$ cat src/rtl/stubs_by_layer.sv
// stubs_by_layer
// Per-layer stub buffer for one bunch crossing. Incoming stubs are written
// into a ping-pong register array (page chosen by the low bit of the BX
// counter), the stub count of the finished event is published on each new
// event strobe, and a reader fetches stored stubs by address with a
// two-cycle registered read. The start strobe is forwarded as done after
// TMUX cycles.
//
// Ports:
//   clk        - single clock, rising edge
//   reset      - synchronous, active-low
//   en_proc    - reserved, ignored
//   start[1:0] - bit0 new-event strobe, bit1 pipelined reset
//   done[1:0]  - start delayed by TMUX cycles
//   data_in    - stub data, valid one cycle after enable
//   enable     - write request for the stub on data_in next cycle
//   number_out - stub count of the previous event (mod 64)
//   read_add   - read address, MSB = page, low bits = entry
//   data_out   - read data, two cycles after read_add
module stubs_by_layer #(
    parameter int MEM_SIZE   = 6,
    parameter int TMUX       = 6,
    parameter int DATA_WIDTH = 36
) (
    input  logic                  clk,
    input  logic                  reset,
    input  logic                  en_proc,
    input  logic [1:0]            start,
    output logic [1:0]            done,
    input  logic [DATA_WIDTH-1:0] data_in,
    input  logic                  enable,
    output logic [5:0]            number_out,
    input  logic [MEM_SIZE:0]     read_add,
    output logic [DATA_WIDTH-1:0] data_out
);

    localparam int DEPTH = 2 ** (MEM_SIZE + 1);

    logic [2:0]            bx;
    logic                  bx_hold;     // write page, bx[0] one cycle late
    logic                  first_clk;
    logic [MEM_SIZE-1:0]   wr_add;
    logic                  wr_en;
    logic [DATA_WIDTH-1:0] data_in_dly;
    logic                  enable_dly;
    logic [DATA_WIDTH-1:0] mem_q;
    logic [DATA_WIDTH-1:0] mem [DEPTH];
    logic [1:0]            done_pipe [TMUX];

    logic unused_en_proc;
    assign unused_en_proc = en_proc;

    // Event control and write-address generation.
    always_ff @(posedge clk) begin
        if (!reset) begin
            bx          <= 3'b111;
            first_clk   <= 1'b0;
            wr_add      <= '1;
            wr_en       <= 1'b0;
            data_in_dly <= '0;
            enable_dly  <= 1'b0;
            number_out  <= '0;
        end else begin
            data_in_dly <= data_in;
            enable_dly  <= enable;

            // Pipelined reset wins over a coincident new-event strobe.
            if (start[1])
                bx <= 3'b111;
            else if (start[0])
                bx <= bx + 3'd1;
            first_clk <= start[0] & ~start[1];

            // Address sits at all ones between events so the first stub
            // lands at entry 0; the count is therefore last address + 1.
            if (first_clk) begin
                number_out <= 6'(wr_add + 1'b1);
                wr_add     <= '1;
                wr_en      <= 1'b0;
            end else if (enable_dly) begin
                wr_add <= wr_add + 1'b1;
                wr_en  <= 1'b1;
            end else begin
                wr_en  <= 1'b0;
            end
        end
    end

    // Plain pipeline register; settles to bx[0] within a cycle of reset.
    always_ff @(posedge clk) begin
        bx_hold <= bx[0];
    end

    // Register array: write port, registered read with output register.
    // Contents are intentionally not cleared by reset.
    always_ff @(posedge clk) begin
        if (wr_en)
            mem[{bx_hold, wr_add}] <= data_in_dly;
    end

    always_ff @(posedge clk) begin
        if (!reset) begin
            mem_q    <= '0;
            data_out <= '0;
        end else begin
            mem_q    <= start[1] ? '0 : mem[read_add];
            data_out <= mem_q;
        end
    end

    // start -> done delay line.
    always_ff @(posedge clk) begin
        if (!reset) begin
            for (int i = 0; i < TMUX; i++)
                done_pipe[i] <= 2'b00;
        end else begin
            done_pipe[0] <= start;
            for (int i = 1; i < TMUX; i++)
                done_pipe[i] <= done_pipe[i-1];
        end
    end

    assign done = done_pipe[TMUX-1];

endmodule

$ cat config.mk
export PLATFORM = sky130hd
export DESIGN_NAME = stubs_by_layer
export DESIGN_NICKNAME = d
export VERILOG_FILES = /design/src/rtl/stubs_by_layer.sv
export SDC_FILE = /design/constraint.sdc
export NUM_CORES = 2
export LEC_CHECK = 0
export CAP_MARGIN = 30
export CORE_ASPECT_RATIO = 1.1
export CORE_MARGIN = 2
export CORE_UTILIZATION = 45
export DETAILED_ROUTE_END_ITERATION = 8
export PLACE_DENSITY = 0.64
export SYNTH_ARGS = -nofsm -noshare
export SYNTH_HDL_FRONTEND = slang
export SYNTH_MEMORY_MAX_BITS = 65536
export SYNTH_SLANG_ARGS = --single-unit
export TNS_END_PERCENT = 10
$ cat constraint.sdc
create_clock -name clk -period 5.5 [get_ports clk]
set_input_delay 0.825 -clock clk [delete_from_list [all_inputs] [get_ports clk]]
set_output_delay 0.825 -clock clk [all_outputs]
set_load 0.05 [all_outputs]
-- Word-level counts from Yosys, hierarchy flattened
Memory sizes are Yosys's and may differ from the RTL's. A register that Yosys moved wholly into a read port is not among the register bits.
Cells that the tools add are included.
- $add $sub $neg: 2
- reductions and logical operators: 2
- bitwise operators: 9
- muxes and demuxes: 11
- operators by type and width (cell ; count):
    2-bit two-way mux ; 6
    6-bit by 1-bit adder with 6-bit output (second input constant) ; 1
    1-bit OR ; 6
    1-bit two-way mux ; 5
    2-bit OR reduction ; 2
    3-bit by 1-bit adder with 3-bit output (second input constant) ; 1
    1-bit inverter ; 2
    1-bit AND ; 1
- memories kept: 2
- memory bits (writable): 4620
- input bits: 49
- register bits after elaboration: 91
- memories (name ; words ; width ; read ports ; clocked after memory_dff ; wr ports ; line ; RTL):
    mem ; 128 ; 36 ; 1 ; 1 ; 1 ; 47 ; logic [DATA_WIDTH-1:0] mem [DEPTH];
    done_pipe ; 6 ; 2 ; 6 ; 0 ; 6 ; 48 ; logic [1:0] done_pipe [TMUX];

-- Depth between registers and ports, before layout
- word-level depth: 2
- mapped depth: 10
- mapped depth without buffers: 5

-- Worst setup path before layout
No wires, ideal clock.
- path kind: reg2reg
- from: register wr_add[1]
- to: memory mem[95][0] (enable)
- cell stages (with the launch flop): 7
- buffers on the path: 2
- slack: 1.091 ns
- arrival time: 3.927 ns
- library setup time: 0.482 ns
- clock period less this slack: 4.409 ns
- cells stage by stage: dfxtp_1 -> clkbuf_1 -> and3_1 -> clkbuf_1 -> and3_1 -> nand2_1 -> nor3b_1
- RTL lines (what ; line ; RTL):
    start, declared ; 42 ; logic [MEM_SIZE-1:0] wr_add;
    start signal, assigned ; 81 ; wr_add <= wr_add + 1'b1;
    end, declared ; 47 ;
No word-level cell before the write port.

-- Final worst setup path
- from: register wr_add[2]
- to: memory mem[14][25] (enable)
No word-level cell before the write port.

==> impl_results.md <==
* Number of cell rows at 243
* CP cell instances: nand3_2 > buf_4 > nor2_4 > buf_4
* CP peak stage delay at 0.97 ns
* Fmax at 275 MHz
* Drt first pass iters at 6
* Sequential fraction of the synthesis area at 0.787
* RePlAce Congestion at 0.847
* PwrDens at 360 nW/µm²
* CP Max Fanout at 23
* Die Wd at around 600 µm
* Hold Slack at between 0.3 and 0.4 ns
* Cts hold-fix bufs at 0
* Critical path required time at between 6 and 7 ns
* CTS resizes at 0
* Lkg Pwr at about 65 nW
* Hold WC Path Type: in2reg
* DRC errors left at 0
* Core Area at 397000 µm²
* Setup bufs post-CTS at 0
* Fillers at 30400
* Synth Net Count at just over 8000
* Fin. Hold Viols at 0
* Post-synthesis async set-or-reset flop share at 0
* Clock Skew at just under 0.09 ns
* Design area at 205000 µm²
* First-pass GRT wire length at between 600000 and 700000 µm
* DP HPWL at between 200000 and 300000 µm
* Syn Inst Count at roughly 8100
* Tot Pwr at approximately 74 mW
* Port Buf Inserts at 91
* Largest net degree at the start of global routing at 89
* Register bit total from synthesis at between 4000 and 5000
* CTS sink cnt at 4745
* Fin crit period at 3.63 ns
* Area after DPL at between 150000 and 200000 µm²
* Die Height at ~670 µm
* Area growth syn-to-layout at 14.4%
* VDD IR max at ~320 µV
* Initial Util at 0.451
* Ys Warns at 0
* Clk_lat worst skew at around 1.0 ns
* Root buffer cell: clkbuf_16
* Clock transition at path regs at ~0.06 ns
* Slew margin rel. at 0.262
* Max-capacitance violation count at 0
* Crit share post-route at 0.660
* RSZ-0062 raised after global routing: no
* Drt total wl at 476000 µm
* Post-synth EDFFs at between 4000 and 5000
* Layout cell share with drive strength beyond 1 at 0.274
* Startpoint class of the critical path: flip-flop
* TritonCTS clock tree: yes
* CP max-delay cell: dfxtp_1
* H-Tree Depth at 5
* Grt total ovfl at 0
* Starting DRT DRC Count at ~12000
* Die ar. at about 400000 µm²
* Critical Setup Path Class: reg2reg
* Initial antenna violation count at 46
* Post-synthesis cell area at 179000 µm²
* Endpoints failing setup at 0
* Vias in the first global route at between 80000 and 90000
* CTS max path bufs at 4
* Setup_tns at 0 ns
* Setup crit end kind: flip-flop
* Via count at roughly 87000
* Synth Flop Type: edfxtp_1
* Nets at 8691
* DRT antenna net count at 0
* Drt wl/cell at approximately 33 µm
* Most frequent CP cell: buf_4
* Crit path DAT at roughly 4.3 ns
* Final slew viol count at 0
* Vias/cell at 6.10
* Status: finished, final reports clean
* Synth cell types at 46
* Slew @ Worst Pin at 1.11 ns
* Cts bufs inserted at ~450
* Gr usage total at 0.233
* Register Area at ~140000 µm²
* # IOs at between 90 and 100
* Synth Area per Inst at about 22 µm²
* Multi-input gate area at ~37000 µm²
through the flow:
step	cells	util	worst slack, ns
2_1_floorplan	8115	-	1.09
3_3_place_gp	13400	0.477	0.741
3_5_place_dp	13400	0.478	1.04
4_1_cts	14300	0.515	1.89
5_1_grt	14300	0.516	1.81
6_report	14300	0.516	1.87
power breakdown:
part | leakage [nW] | switching [mW] | internal [mW]
combinational | 14.8 | 1.92 | 1.16
clock | 7.13 | 13.4 | 17.4
sequential | 43.1 | 0.318 | 39.7
total | 65.1 | 15.6 | 58.2
worst paths after layout:
check	start	end	slack, ns	cells past startpoint
worst max-delay path	wr_add[2]	mem[14][25]	1.87	4
worst min-delay path	reset	done_pipe[2][0]	0.33	2
worst max register to register	wr_add[2]	mem[14][25]	1.87	4
worst min register to register	done_pipe[1][0]	done_pipe[2][0]	0.36	1
metal layers:
metal  vias up  global-route usage  part of all wire
met5         -                   0           0.00011
met4        10              0.0758             0.034
met3       680              0.0431             0.096
met2      4363               0.376              0.49
met1     46900               0.322              0.38
li1      35300                   -                 -
cell usage after synthesis (all sizes together) (25+ instances only):
cell,instances,area share
a2111oi,28,0.0016
a211oi,25,0.0010
a21oi,75,0.0021
a221oi,27,0.0013
a22o,72,0.0035
a22oi,252,0.011
and2,90,0.0031
buf,280,0.0084
clkbuf,175,0.0037
dfxtp,137,0.015
edfxtp,4608,0.77
mux2,225,0.014
mux2i,417,0.023
mux4,936,0.12
nand2,66,0.0014
nand4,40,0.0014
nor2,263,0.0055
nor2b,27,0.00094
nor3,81,0.0023
o22ai,196,0.0068
o31ai,36,0.0015
area by class of cell:
type,count,share of cell area
Timing Repair Buffer,534,0.0263
Tap cell,5267,0.0321
Inverter,1,0.0000183
Clock buffer,557,0.0578
Antenna cell,21,0.000256
Clock inverter,265,0.0133
Multi-Input combinational cell,2914,0.181
Sequential cell,4745,0.689
cell usage in the layout, fill, tap and decap left out, types with 119 or more instances in the layout:
cell type and instances:
a22oi_1 252, nor2_4 119, edfxtp_1 4608, mux2_2 224
mux2i_1 417, buf_4 360, mux4_2 936, o22ai_1 196
clkbuf_16 451, nor2_1 143
kinds of logic (layout without fill, tap and decap cells):
group / after synthesis / after routing / synth area share
mux: 1578 / 1578 / 0.155
xor+xnor: 7 / 7 / 0.000342
simple gates: 610 / 610 / 0.0162
other cells: 0 / 21 / 0
flops: 4745 / 4745 / 0.787
compound gates: 718 / 718 / 0.0288
fa+ha+maj: 1 / 1 / 0.0000698
buf+inv: 456 / 1357 / 0.0121
sequential cells by signal, indices dropped and copies added, names as in the netlist:
signal       count
bx               1
bx_hold          1
data_in_dly     36
data_out        36
done_pipe       12
enable_dly       1
first_clk        1
mem           4608
mem_q           36
number_out       6
wr_add           6
wr_en            1
worst max-delay path, delay by kind of cell, from the launching register on:
| family | cells | cell delay [ns] |
|---|---|---|
| flops | 1 | 0.97 |
| simple gates | 2 | 1.39 |
| buf+inv | 2 | 0.89 |
Power figures use the tool's default switching activity.
